## src/rtl/led_ctrl_pkg.sv

```systemverilog
// led_ctrl_pkg: shared state encoding and LED constants for the Stop It LED sequencer
package led_ctrl_pkg;
   typedef enum logic [2:0] {
      IDLE    = 3'd0,
      LOAD    = 3'd1,
      RUN     = 3'd2,
      STOPPED = 3'd3,
      BLINK   = 3'd4
   } state_e;
   localparam int LED_W = 16;
   localparam logic [LED_W-1:0] LEDS_FULL = '1;
endpackage

```

## src/rtl/tick_counter.sv

```systemverilog
// tick_counter: free-running period counter that wraps at period_i-1 and flags the wrap cycle
module tick_counter #(
   parameter int W = 20
) (
   input  logic         clk_i,
   input  logic         rst_ni,
   input  logic         clr_i,
   input  logic         en_i,
   input  logic [W-1:0] period_i,
   output logic         tick_o
);
   logic [W-1:0] cnt_q, cnt_d;
   assign tick_o = en_i && (cnt_q == period_i - W'(1));
   // clear wins, then wrap on terminal count, else count while enabled
   always_comb begin
      cnt_d = clr_i ? '0 : tick_o ? '0 : en_i ? cnt_q + W'(1) : cnt_q;
   end
   // counter register
   always_ff @(posedge clk_i or negedge rst_ni) begin
      if (!rst_ni) cnt_q <= '0;
      else         cnt_q <= cnt_d;
   end
endmodule

```

## src/rtl/led_shift_ctrl.sv

```systemverilog
// led_shift_ctrl: sequences load/shift/off strobes of the 16-LED shifter for the Stop It game
module led_shift_ctrl import led_ctrl_pkg::*; #(
   parameter int TICK_W      = 20,
   parameter int BLINK_TICKS = 6
) (
   input  logic              clk_i,
   input  logic              rst_ni,
   input  logic              go_i,
   input  logic              stop_i,
   input  logic [TICK_W-1:0] period_i,
   input  logic [LED_W-1:0]  leds_i,
   output logic              load_o,
   output logic              shift_o,
   output logic              off_o,
   output logic [2:0]        state_o,
   output logic              lost_o
);
   localparam int BW = $clog2(BLINK_TICKS + 1);
   state_e            state_q, state_d;
   logic              load_q, load_d, shift_q, shift_d, off_q, off_d, lost_q, lost_d;
   logic [TICK_W-1:0] period_q, period_d, period_sat, cnt_period;
   logic [BW-1:0]     blink_q, blink_d;
   logic              tick, cnt_clr, cnt_en;
   // a zero period would never wrap, so it is treated as one
   assign period_sat = (period_i == '0) ? TICK_W'(1) : period_i;
   // during LOAD the counter already runs against the value being latched
   assign cnt_period = (state_q == LOAD) ? period_sat : period_q;
   assign cnt_clr    = go_i && (state_q inside {IDLE, STOPPED, BLINK});
   assign cnt_en     = state_q inside {LOAD, RUN, BLINK};
   tick_counter #(.W(TICK_W)) u_tick (
      .clk_i    (clk_i),
      .rst_ni   (rst_ni),
      .clr_i    (cnt_clr),
      .en_i     (cnt_en),
      .period_i (cnt_period),
      .tick_o   (tick)
   );
   // next state: stop beats a full bar in RUN, go beats everything elsewhere
   always_comb begin
      state_d = state_q;
      case (state_q)
         IDLE:    state_d = go_i ? LOAD : IDLE;
         LOAD:    state_d = RUN;
         RUN:     state_d = stop_i ? STOPPED : (leds_i == LEDS_FULL) ? BLINK : RUN;
         STOPPED: state_d = go_i ? LOAD : STOPPED;
         BLINK:   state_d = go_i ? LOAD : (tick && blink_q == BW'(BLINK_TICKS - 1)) ? IDLE : BLINK;
         default: state_d = IDLE;
      endcase
   end
   // registered Moore outputs computed from the upcoming state and the tick
   always_comb begin
      load_d   = (state_d == LOAD);
      shift_d  = (state_d == RUN) && tick;
      blink_d  = (state_q == BLINK) ? blink_q + BW'(tick) : '0;
      off_d    = (state_d == IDLE) || ((state_d == BLINK) && ((state_q != BLINK) || (off_q ^ tick)));
      lost_d   = (state_d == BLINK) || (lost_q && (state_d != LOAD));
      period_d = (state_q == LOAD) ? period_sat : period_q;
   end
   // state, strobe and latched-period registers
   always_ff @(posedge clk_i or negedge rst_ni) begin
      if (!rst_ni) begin
         state_q  <= IDLE;
         load_q   <= 1'b0;
         shift_q  <= 1'b0;
         off_q    <= 1'b1;
         lost_q   <= 1'b0;
         period_q <= TICK_W'(1);
         blink_q  <= '0;
      end else begin
         state_q  <= state_d;
         load_q   <= load_d;
         shift_q  <= shift_d;
         off_q    <= off_d;
         lost_q   <= lost_d;
         period_q <= period_d;
         blink_q  <= blink_d;
      end
   end
   assign load_o  = load_q;
   assign shift_o = shift_q;
   assign off_o   = off_q;
   assign lost_o  = lost_q;
   assign state_o = state_q;
endmodule

```

## config.mk

```make
export PLATFORM = sky130hd
export DESIGN_NAME = led_shift_ctrl
export DESIGN_NICKNAME = d
export VERILOG_FILES = /design/src/rtl/led_ctrl_pkg.sv /design/src/rtl/tick_counter.sv /design/src/rtl/led_shift_ctrl.sv
export SDC_FILE = /design/constraint.sdc
export NUM_CORES = 1
export LEC_CHECK = 0
export CAP_MARGIN = 40
export CELL_PAD_IN_SITES_DETAIL_PLACEMENT = 0
export CELL_PAD_IN_SITES_GLOBAL_PLACEMENT = 1
export CORE_MARGIN = 2
export CORE_UTILIZATION = 30
export DETAILED_ROUTE_END_ITERATION = 7
export HOLD_SLACK_MARGIN = 0.05
export PLACE_DENSITY = 0.69
export SLEW_MARGIN = 20
export SYNTH_ARGS = -nofsm -noshare
export SYNTH_HDL_FRONTEND = slang
export SYNTH_SLANG_ARGS = --single-unit
```

## constraint.sdc

```tcl
create_clock -name clk_i -period 5.7 [get_ports clk_i]
set_input_delay 1.425 -clock clk_i [delete_from_list [all_inputs] [get_ports clk_i]]
set_output_delay 1.425 -clock clk_i [all_outputs]
set_load 0.02 [all_outputs]
```

==> results.cfg <==
[route]
wl_per_cell_um = 16.3
drc = 0
drtIter0Drc = 260
ant_nets = 0
routed_wl_mm = 9.93
dr.pass1.iters = 4
via_per_inst = 5.28
vias = 3226

[synthesis]
syn_area_per_cell_sq_um = 8.72
syn_inst = 413
synth_top_family_by_area = simple AND/OR/NAND/NOR gates
yosys-mux-area-fraction_pct = 7.26
yosysSeqAreaShare_pct = 34.8
dominantRegCellSynth = dfrtp_1
async_reset_ff_share_pct = 100
synth_edf_count = 0
synth_xor_area_share_pct = 8.06
synth-seq-cells = 50
synth_adder_area_share_pct = 1.39
syn_area_sq_um = 3600
syn-num-nets = 457
synthSimpleGateAreaFrac_pct = 28.2
ys_types = 63
synth_compound_area_share_pct = 15.5
yosys_warnings = 0

[clocking]
clkSlewWorstSetupHoldPaths_ps = 70
hold_buffers = 0
cts_resized = 0
clock_path_buffers = 2
cts_buffers = 5
cts_num_sinks = 50
cts_root_buf = clkbuf_16
postCtsSetupRepairBufs = 0
htreeDepth = 2
worstSkewPairLatency_ps = 300
cts_tree = done

[pwr]
peakVddDrop_uv = 141
p_leak_nw = 1.89
powerDensity_nw_per_um2 = 442
power_frac_seq_pct = 29.4
p_clk_share_pct = 16.4
p_int_mw = 1.08
p_switching_mw = 0.856
combPwrFrac_pct = 54.2
swShare_pct = 44.2

[grt]
grt_pass1_wl_mm = 16.1
grt.total_usage_pct = 15.7
grt_overflow = 0
antenna_found_initial = 0
grt_pass1_vias = 3125
grt_max_degree = 51

[finish]
stdcell_count = 611
drive_above_1_share_pct = 9.48
nNetsFinal = 507
antenna_cells = 0
areaGrowthSynthToFinish_pct = 21.7

[run]
max_cap_violations = 0

[sta]
fin_hold_ws_ps = 511
rsz0062_at_grt = false
setup_viol = 0
relSlewSlack_pct = 56.5
tns_ps = 0
hold_viol_final = 0
final.min_clock_period_ps = 5160
fmax_ghz = 0.194
fin_crit_sh_pct = 90.5
tightestPinTransition_ps = 653
fin_skew_ps = 9.20
drv_slew = 0

[worst_setup_path]
critPathMaxStageDelay_ps = 570
path_cells = clkdlybuf4s50_1 -> nor4_1 -> buf_4 -> nand4_1 -> o21ai_2 -> inv_1 -> ha_1 -> nor3b_1 -> nand3_1 -> o21ai_0 -> or4bb_1 -> a211oi_1 -> nand4_1 -> or3_1 -> inv_2 -> ha_1 -> ha_1 -> and3_1
endpoint_kind = flop
worstPathArrival_ps = 5350
cp_max_fo = 6
critPathSlowestCell = clkdlybuf4s50_1
path_common_cell = ha_1
critPathRequiredTime_ps = 5890
path_class = in -> reg
path_delay_family = simple AND/OR/NAND/NOR gates
cp-start-kind = primary input
crit_buf_inv = 4

[placement]
place.port_buffers = 46
place_congestion = 0.844
dp_hpwl_mm = 7.61
dpl.cell_count = 602

[hold_path]
hp-class = reg -> reg

[die]
die_w_um = 114
die_h_um = 114
floorplan.core_area_sq_um = 11900
die-area_sq_um = 12900
rows = 40
start_util_pct = 30.4
io_pins = 47

[status]
outcome = finished, final reports clean
## power groups by stage
stage | clock (mW) | combinational, mW | sequential (mW)
2_1_floorplan | 0 | 0.789 | 0.544
3_3_place_gp | 0 | 1.04 | 0.575
3_5_place_dp | 0 | 1.04 | 0.574
4_1_cts | 0.329 | 1.04 | 0.567
5_1_grt | 0.344 | 1.16 | 0.588
6_report | 0.317 | 1.05 | 0.570
## worst paths after layout
check	start	end	slack (ps)	cells past startpoint
hold reg to reg	period_q[19]	period_q[19]	510	2
setup reg to reg	state_o[2]	blink_q[1]	1190	17
max in group asynchronous	rst_ni	u_tick.cnt_q[4]	4030	2
setup / recovery	period_i[13]	blink_q[1]	540	18
min in group asynchronous	rst_ni	u_tick.cnt_q[16]	1230	2
hold / removal	period_q[19]	period_q[19]	510	2
## cell usage after synthesis, types with 6 or more instances
cell type,count,area (sq um)
a21o_1,7,52.6
a21oi_1,11,55.1
and3_1,14,87.6
clkbuf_1,7,26.3
dfrtp_1,48,1200
inv_1,16,60.1
mux2i_1,19,190
nand2_1,52,195
nand2b_1,8,50.1
nand3_1,18,90.1
nand4_1,14,87.6
nor2_1,27,101
nor3_1,18,90.1
nor4_1,10,62.6
o21ai_0,17,85.1
o22a_1,6,52.6
or3_1,6,37.5
xnor2_1,14,123
xor2_1,14,123
## per-layer routing
layer | up-vias | track usage, % | routed length [um]
met2 | 59 | 24.6 | 4520
met5 | - | 0 | 0
met3 | 13 | 2.13 | 313
met4 | 0 | 6.26 | 233
met1 | 1540 | 21.9 | 4870
li1 | 1614 | - | -
## layout make-up
type	count	area, sq um
fill	1203	7480
multi-input combinational	330	2180
sequential	50	1250
timing repair buffer	59	553
tap	147	184
clock buffer	5	125
inverter	17	63.8
clock inverter	3	26.3
## cell families (layout without fill, tap and decap cells)
logic type               after synthesis  in the layout
AND/OR/NAND/NOR                      193            193
AO/OA/AOI/OAI                         78             78
flip-flops                            50             50
buffers and inverters                 33             84
XOR/XNOR                              30             30
multiplexers                          25             25
adder cells (fa/ha/maj)                4              4
## registers in the layout, indices dropped and copies added (netlist names)
name	flops
period_q	20
blink_q	3
shift_o	1
u_tick.cnt_q	20
off_o	1
lost_o	1
state_o	3
load_o	1
## worst min-delay path: stages (launching register included)
cell	delay, ps
dfrtp_1	330
nand2_1	40
nand2_1	100
## stage by stage
stage	power (mW)	utilization (%)	cell area, sq um	setup WS (ps)
detailed placement	1.61	35.6	4220	245
floorplan	1.33	-	3600	956
CTS	1.94	36.9	4380	567
finish	1.94	37.0	4380	544
global placement	1.62	35.6	4220	315
global route	2.09	37.0	4380	225
## cells in the final DEF (no fill, tap or decap), drive strengths merged, types with 4 or more instances in the layout
master and n:
dfrtp 48, o211ai 5, inv 20, nor2b 5, a21o 7, nor3 18, nor2 27, nand4 14
or3 6, xor2 14, a211oi 4, o31ai 4, nor4 10, o22a 6, clkbuf 5, clkdlybuf4s50 45
nand2b 8, nor3b 4, a21oi 13, mux2i 19, nand2 53, mux2 6, o21ai 18, and3 14
nand3 18, xnor2 14, buf 14, ha 4
No activity file was read; power rests on OpenSTA's default activity.
